### src/rtl/hazard_ctrl_pkg.sv
// Shared hazard definitions: forward-select encodings, Tuse sentinel, MD latencies.
// Also the per-source stall and forward-select helpers used by hazard_ctrl.
package hazard_ctrl_pkg;

    typedef enum logic [1:0] {
        FWD_RF  = 2'd0,
        FWD_MEM = 2'd1,
        FWD_WB  = 2'd2,
        FWD_EX  = 2'd3
    } fwd_sel_e;

    localparam logic [1:0] TUSE_NONE = 2'd3;

    localparam int MULT_CYCLES_DEF = 5;
    localparam int DIV_CYCLES_DEF  = 10;

    function automatic logic src_stall(
        input logic [4:0] addr,
        input logic [1:0] tuse,
        input logic [4:0] ex_wr,
        input logic [1:0] ex_tnew,
        input logic [4:0] mem_wr,
        input logic [1:0] mem_tnew
    );
        logic ex_hit;
        logic mem_hit;
        ex_hit  = (addr == ex_wr)  && (ex_tnew > tuse);
        mem_hit = (addr == mem_wr) && (mem_tnew > tuse);
        return (addr != 5'd0) && (tuse != TUSE_NONE) && (ex_hit || mem_hit);
    endfunction

    // Newest producer wins; a not-yet-ready newest match must not fall
    // through to an older, stale copy of the same register.
    function automatic fwd_sel_e fwd_sel(
        input logic [4:0] addr,
        input logic [4:0] ex_wr,
        input logic [1:0] ex_tnew,
        input logic [4:0] mem_wr,
        input logic [1:0] mem_tnew,
        input logic [4:0] wb_wr
    );
        fwd_sel_e sel;
        sel = FWD_RF;
        if (addr == 5'd0) begin
            sel = FWD_RF;
        end else if (addr == ex_wr) begin
            sel = (ex_tnew == 2'd0) ? FWD_EX : FWD_RF;
        end else if (addr == mem_wr) begin
            sel = (mem_tnew == 2'd0) ? FWD_MEM : FWD_RF;
        end else if (addr == wb_wr) begin
            sel = FWD_WB;
        end
        return sel;
    endfunction

endpackage

### src/rtl/hazard_ctrl_md_busy_counter.sv
// Mult/div busy-window counter: loads the unit latency on an idle issue,
// then counts down; busy is high while the count is nonzero.
module md_busy_counter
    import hazard_ctrl_pkg::*;
#(
    parameter int MULT_CYCLES = MULT_CYCLES_DEF,
    parameter int DIV_CYCLES  = DIV_CYCLES_DEF
) (
    input  logic clk,
    input  logic reset,
    input  logic start_i,
    input  logic is_div_i,
    output logic busy_o
);

    logic [3:0] cnt_q;
    logic [3:0] cnt_d;

    always_comb begin
        cnt_d = cnt_q;
        if (start_i && cnt_q == 4'd0) begin
            cnt_d = is_div_i ? 4'(DIV_CYCLES) : 4'(MULT_CYCLES);
        end else if (cnt_q != 4'd0) begin
            cnt_d = cnt_q - 4'd1;
        end
    end

    always_ff @(posedge clk) begin
        if (reset) begin
            cnt_q <= 4'd0;
        end else begin
            cnt_q <= cnt_d;
        end
    end

    assign busy_o = (cnt_q != 4'd0);

endmodule

### src/rtl/hazard_ctrl.sv
// Pipeline hazard controller: RAW stall detection, ID forward selects, MD hold.
// Define HAZARD_STATS_EN to add the saturating stall_count output.
module hazard_ctrl
    import hazard_ctrl_pkg::*;
#(
    parameter int MULT_CYCLES = MULT_CYCLES_DEF,
    parameter int DIV_CYCLES  = DIV_CYCLES_DEF
) (
    input  logic       clk,
    input  logic       reset,
    input  logic [4:0] id_rs_addr,
    input  logic [4:0] id_rt_addr,
    input  logic [1:0] id_rs_tuse,
    input  logic [1:0] id_rt_tuse,
    input  logic       id_uses_md,
    input  logic [4:0] ex_wr_addr,
    input  logic [1:0] ex_tnew,
    input  logic [4:0] mem_wr_addr,
    input  logic [1:0] mem_tnew,
    input  logic [4:0] wb_wr_addr,
    input  logic       md_start,
    input  logic       md_is_div,
    output logic       stall_pc,
    output logic       stall_if_id,
    output logic       clr_id_ex,
    output logic [1:0] fwd_rs_sel,
    output logic [1:0] fwd_rt_sel,
    output logic       md_busy
`ifdef HAZARD_STATS_EN
    ,
    output logic [31:0] stall_count
`endif
);

    logic rs_stall;
    logic rt_stall;
    logic md_stall;
    logic stall;

    md_busy_counter #(
        .MULT_CYCLES(MULT_CYCLES),
        .DIV_CYCLES (DIV_CYCLES)
    ) u_md (
        .clk     (clk),
        .reset   (reset),
        .start_i (md_start),
        .is_div_i(md_is_div),
        .busy_o  (md_busy)
    );

    assign rs_stall = src_stall(id_rs_addr, id_rs_tuse, ex_wr_addr,
                                ex_tnew, mem_wr_addr, mem_tnew);
    assign rt_stall = src_stall(id_rt_addr, id_rt_tuse, ex_wr_addr,
                                ex_tnew, mem_wr_addr, mem_tnew);
    // md_start covers the issue cycle, before the counter has loaded
    assign md_stall = id_uses_md && (md_busy || md_start);
    assign stall    = rs_stall || rt_stall || md_stall;

    assign stall_pc    = stall;
    assign stall_if_id = stall;
    assign clr_id_ex   = stall;

    assign fwd_rs_sel = fwd_sel(id_rs_addr, ex_wr_addr, ex_tnew,
                                mem_wr_addr, mem_tnew, wb_wr_addr);
    assign fwd_rt_sel = fwd_sel(id_rt_addr, ex_wr_addr, ex_tnew,
                                mem_wr_addr, mem_tnew, wb_wr_addr);

`ifdef HAZARD_STATS_EN
    logic [31:0] stall_cnt_q;
    logic [31:0] stall_cnt_d;

    always_comb begin
        stall_cnt_d = stall_cnt_q;
        if (stall && stall_cnt_q != 32'hFFFF_FFFF) begin
            stall_cnt_d = stall_cnt_q + 32'd1;
        end
    end

    always_ff @(posedge clk) begin
        if (reset) begin
            stall_cnt_q <= 32'd0;
        end else begin
            stall_cnt_q <= stall_cnt_d;
        end
    end

    assign stall_count = stall_cnt_q;
`endif

endmodule

### config.mk
export PLATFORM = sky130hd
export DESIGN_NAME = hazard_ctrl
export DESIGN_NICKNAME = d
export VERILOG_FILES = /design/src/rtl/hazard_ctrl_pkg.sv /design/src/rtl/hazard_ctrl_md_busy_counter.sv /design/src/rtl/hazard_ctrl.sv
export SDC_FILE = /design/constraint.sdc
export NUM_CORES = 1
export LEC_CHECK = 0
export ABC_AREA = 1
export CORE_MARGIN = 2
export CORE_UTILIZATION = 46
export DETAILED_ROUTE_END_ITERATION = 16
export PLACE_DENSITY = 0.87
export SYNTH_ARGS = -nofsm -noshare
export SYNTH_HDL_FRONTEND = slang
export SYNTH_HIERARCHICAL = 1
export SYNTH_SLANG_ARGS = --single-unit
### constraint.sdc
create_clock -name clk -period 2.5 [get_ports clk]
set_input_delay 0.5 -clock clk [delete_from_list [all_inputs] [get_ports clk]]
set_output_delay 0.5 -clock clk [all_outputs]
set_load 0.03 [all_outputs]
==> metrics.yaml <==
timing:
  setup_viol: 0
  finalCritPeriodShare_pct: 97.1
  finalMaxSlewViolations: 0
  hold_violations: 0
  max_freq_mhz: 412
  min_period_ns: 2.43
  worstMarginPinSlew_ns: 0.301
  timing.hold.ws_ns: 0.487
  slew_headroom_pct: 79.8
  clock_skew_ns: 0.000402
  rsz0062_at_grt: "false"
power_and_ir_drop:
  seq_power_share_pct: 15.0
  vdd_drop_max_mv: 0.523
  powerDensity_mw_per_mm2: 434
  p_sw_share_pct: 48.1
  p_sw_uw: 344
  p_int_uw: 371
  leakage_uw: 0.000904
  total_power_uw: 715
  pwr-share-clk_pct: 10.9
  comb_power_share_pct: 74.0
finish:
  diodes: 0
  syn_to_final_growth_pct: 54.0
  mostFrequentLayoutCells: "nand2_1 (59), inv_1 (30), clkdlybuf4s50_1 (23)"
  final_common_cell: "nand2_1"
  drive_gt1_share_pct: 18.1
  top_regs: "u_md/cnt_q (4)"
  stdcell_count: 266
  fin_nets: 288
  largest_register_ffs: 4
  design_area_mm2: 0.00165
  regMostFlops: "u_md/cnt_q"
die:
  start_util_pct: 48.4
  fp.dieH_um: 52.3
  die_w_um: 52.3
  die_area_mm2: 0.00273
  core.rowCount: 17
  io_pins: 46
  core_mm2: 0.00221
routing:
  wirelength_um: 3080
  top_layer_used: "met4"
  drtAntennaViolNets: 0
  drc: 0
  dr_wl_met3_um: 123
  dr_total_vias: 1303
  drt-initial-drc-count: 17
  m1WireLength_um: 1360
  wl_met2_um: 1570
  firstDrtPassIters: 4
  routedWlPerCell_um: 11.6
  routed_via_density: 4.90
synth:
  synth-compound-area-share_pct: 10.3
  synthMuxAreaShare_pct: 0
  yosys_warnings: 6
  synth_area_per_cell_um2: 5.67
  synth_top_area_share_pct: 20.7
  synth_nets: 237
  yosys.cell_types.count: 25
  yosysSeqAreaShare_pct: 7.48
  synth_top_family_by_area: "simple AND/OR/NAND/NOR gates"
  synth-simple-area-share_pct: 40.3
  synth_xor_area_share_pct: 15.5
  syn_inst: 189
  syn_area_mm2: 0.00107
  synthAdderAreaFrac_pct: 11.7
  synth_area_leaders: "nand2_1 (21%), ha_1 (12%), inv_1 (12%)"
  yosys_register_bits: 4
  synth_top_area_cell: "nand2_1"
setup_path:
  cp_max_fo: 4
  required_ns: 2.00
  reg2regPathDepth: 5
  startpoint_type: "primary input"
  r2r_slack_ns: 1.23
  rr_startpoint: "u_md/cnt_q[0]"
  critPathKind: "in2out"
  timing.rr.end: "u_md/cnt_q[3]"
  crit_arrival_ns: 1.93
  critPathCaptureType: "primary output"
  crit_path_start: "id_rs_addr[4]"
run_status:
  status: "completed"
clocking:
  cts_root_buffer: "clkbuf_4"
  cts_buffers: 3
  clk_latency_ns: 0.23
  cts_max_level: 1
  clk_pin_slew_ns: 0.04
  clk_path_buf_depth: 2
  holdBufCountCts: 0
  cts_sinks: 4
  cts_tree: "built"
placement:
  port_buffers: 45
  placed_area_mm2: 0.00155
  place_inst: 263
  place_hpwl_um: 2450
  gp_congestion: 0.819
global_routing:
  antenna_found_initial: 0
  grtUsageTotal_pct: 22.9
  grt_max_degree: 7
  grt_pass1_vias: 1225
  grt_pass1_wl_um: 4800
  grt_remaining_overflow: 0
worst_hold_path:
  min_from: "u_md/cnt_q[1]"
  hold-path-endpoint: "u_md/cnt_q[1]"
  hp-class: "reg2reg"
  hold_depth: 2
flow_run:
  cap_violations: 0
[cells in the mapped netlist (all sizes together)]
library cell and count:
a21boi 2, a21oi 7, a31oi 1, buf 2
dfxtp 4, ha 10, inv 38, nand2 60
nand3 12, nand4 7, nor2 16, nor3 2
o211ai 1, o21a 2, o21ai 4, or2 2
xnor2 14, xor2 5
[worst max-delay path by stage]
stage / slack [ns] / endpoint
detailed placement: -0.15 / stall_if_id
finish: 0.07 / fwd_rs_sel[1]
global placement: -0.11 / clr_id_ex
CTS: 0.003 / stall_if_id
floorplan: 0.25 / stall_if_id
global route: 0.01 / fwd_rt_sel[1]
[worst max-delay path: stages]
cell and delay (ns):
clkdlybuf4s50_1 0.60, xnor2_1 0.15, nand3_1 0.10, nor2_1 0.13, nand2_1 0.07, a21oi_1 0.18, buf_4 0.19
[power by group through the flow]
stage	clock network, uW	registers (uW)	logic, uW
after global placement	0	106	491
after floorplan	0	104	335
after detailed placement	0	107	503
after global routing	83.1	110	592
after CTS	80.9	106	523
final	78.2	107	530
[stage by stage]
stage	setup TNS (ns)	worst slack, ns	util (%)
after floorplan	0	0.246	-
after global placement	-0.343	-0.115	69.9
after detailed placement	-0.439	-0.147	69.9
after CTS	0	0.00269	73.1
after global routing	0	0.0113	74.5
final	0	0.0734	74.5
[cell families after synthesis]
family	count (synthesis)
AO/OA/AOI/OAI	17
XOR/XNOR	19
adder cells (fa/ha/maj)	10
buffers and inverters	40
flip-flops	4
AND/OR/NAND/NOR	99
[what timing repair did]
item	4_1_cts	5_1_grt
gates cloned	0	0
buffers inserted	0	0
resized for setup	21	13
endpoints found under the setup margin	4	7
pin swaps	5	1
[metal layers]
layer,vias to the layer above,track usage (%)
li1,684,-
met1,578,26.4
met2,37,44.7
met3,4,2.00
met4,0,5.56
met5,-,0
[cell type report]
cell class	instances	area, um2
inverter	38	143
sequential	4	80.1
clock buffer	3	22.5
tap	28	35.0
timing repair buffer	48	478
fill	191	563
multi-input combinational	145	891
Power figures use the tool's default switching activity.
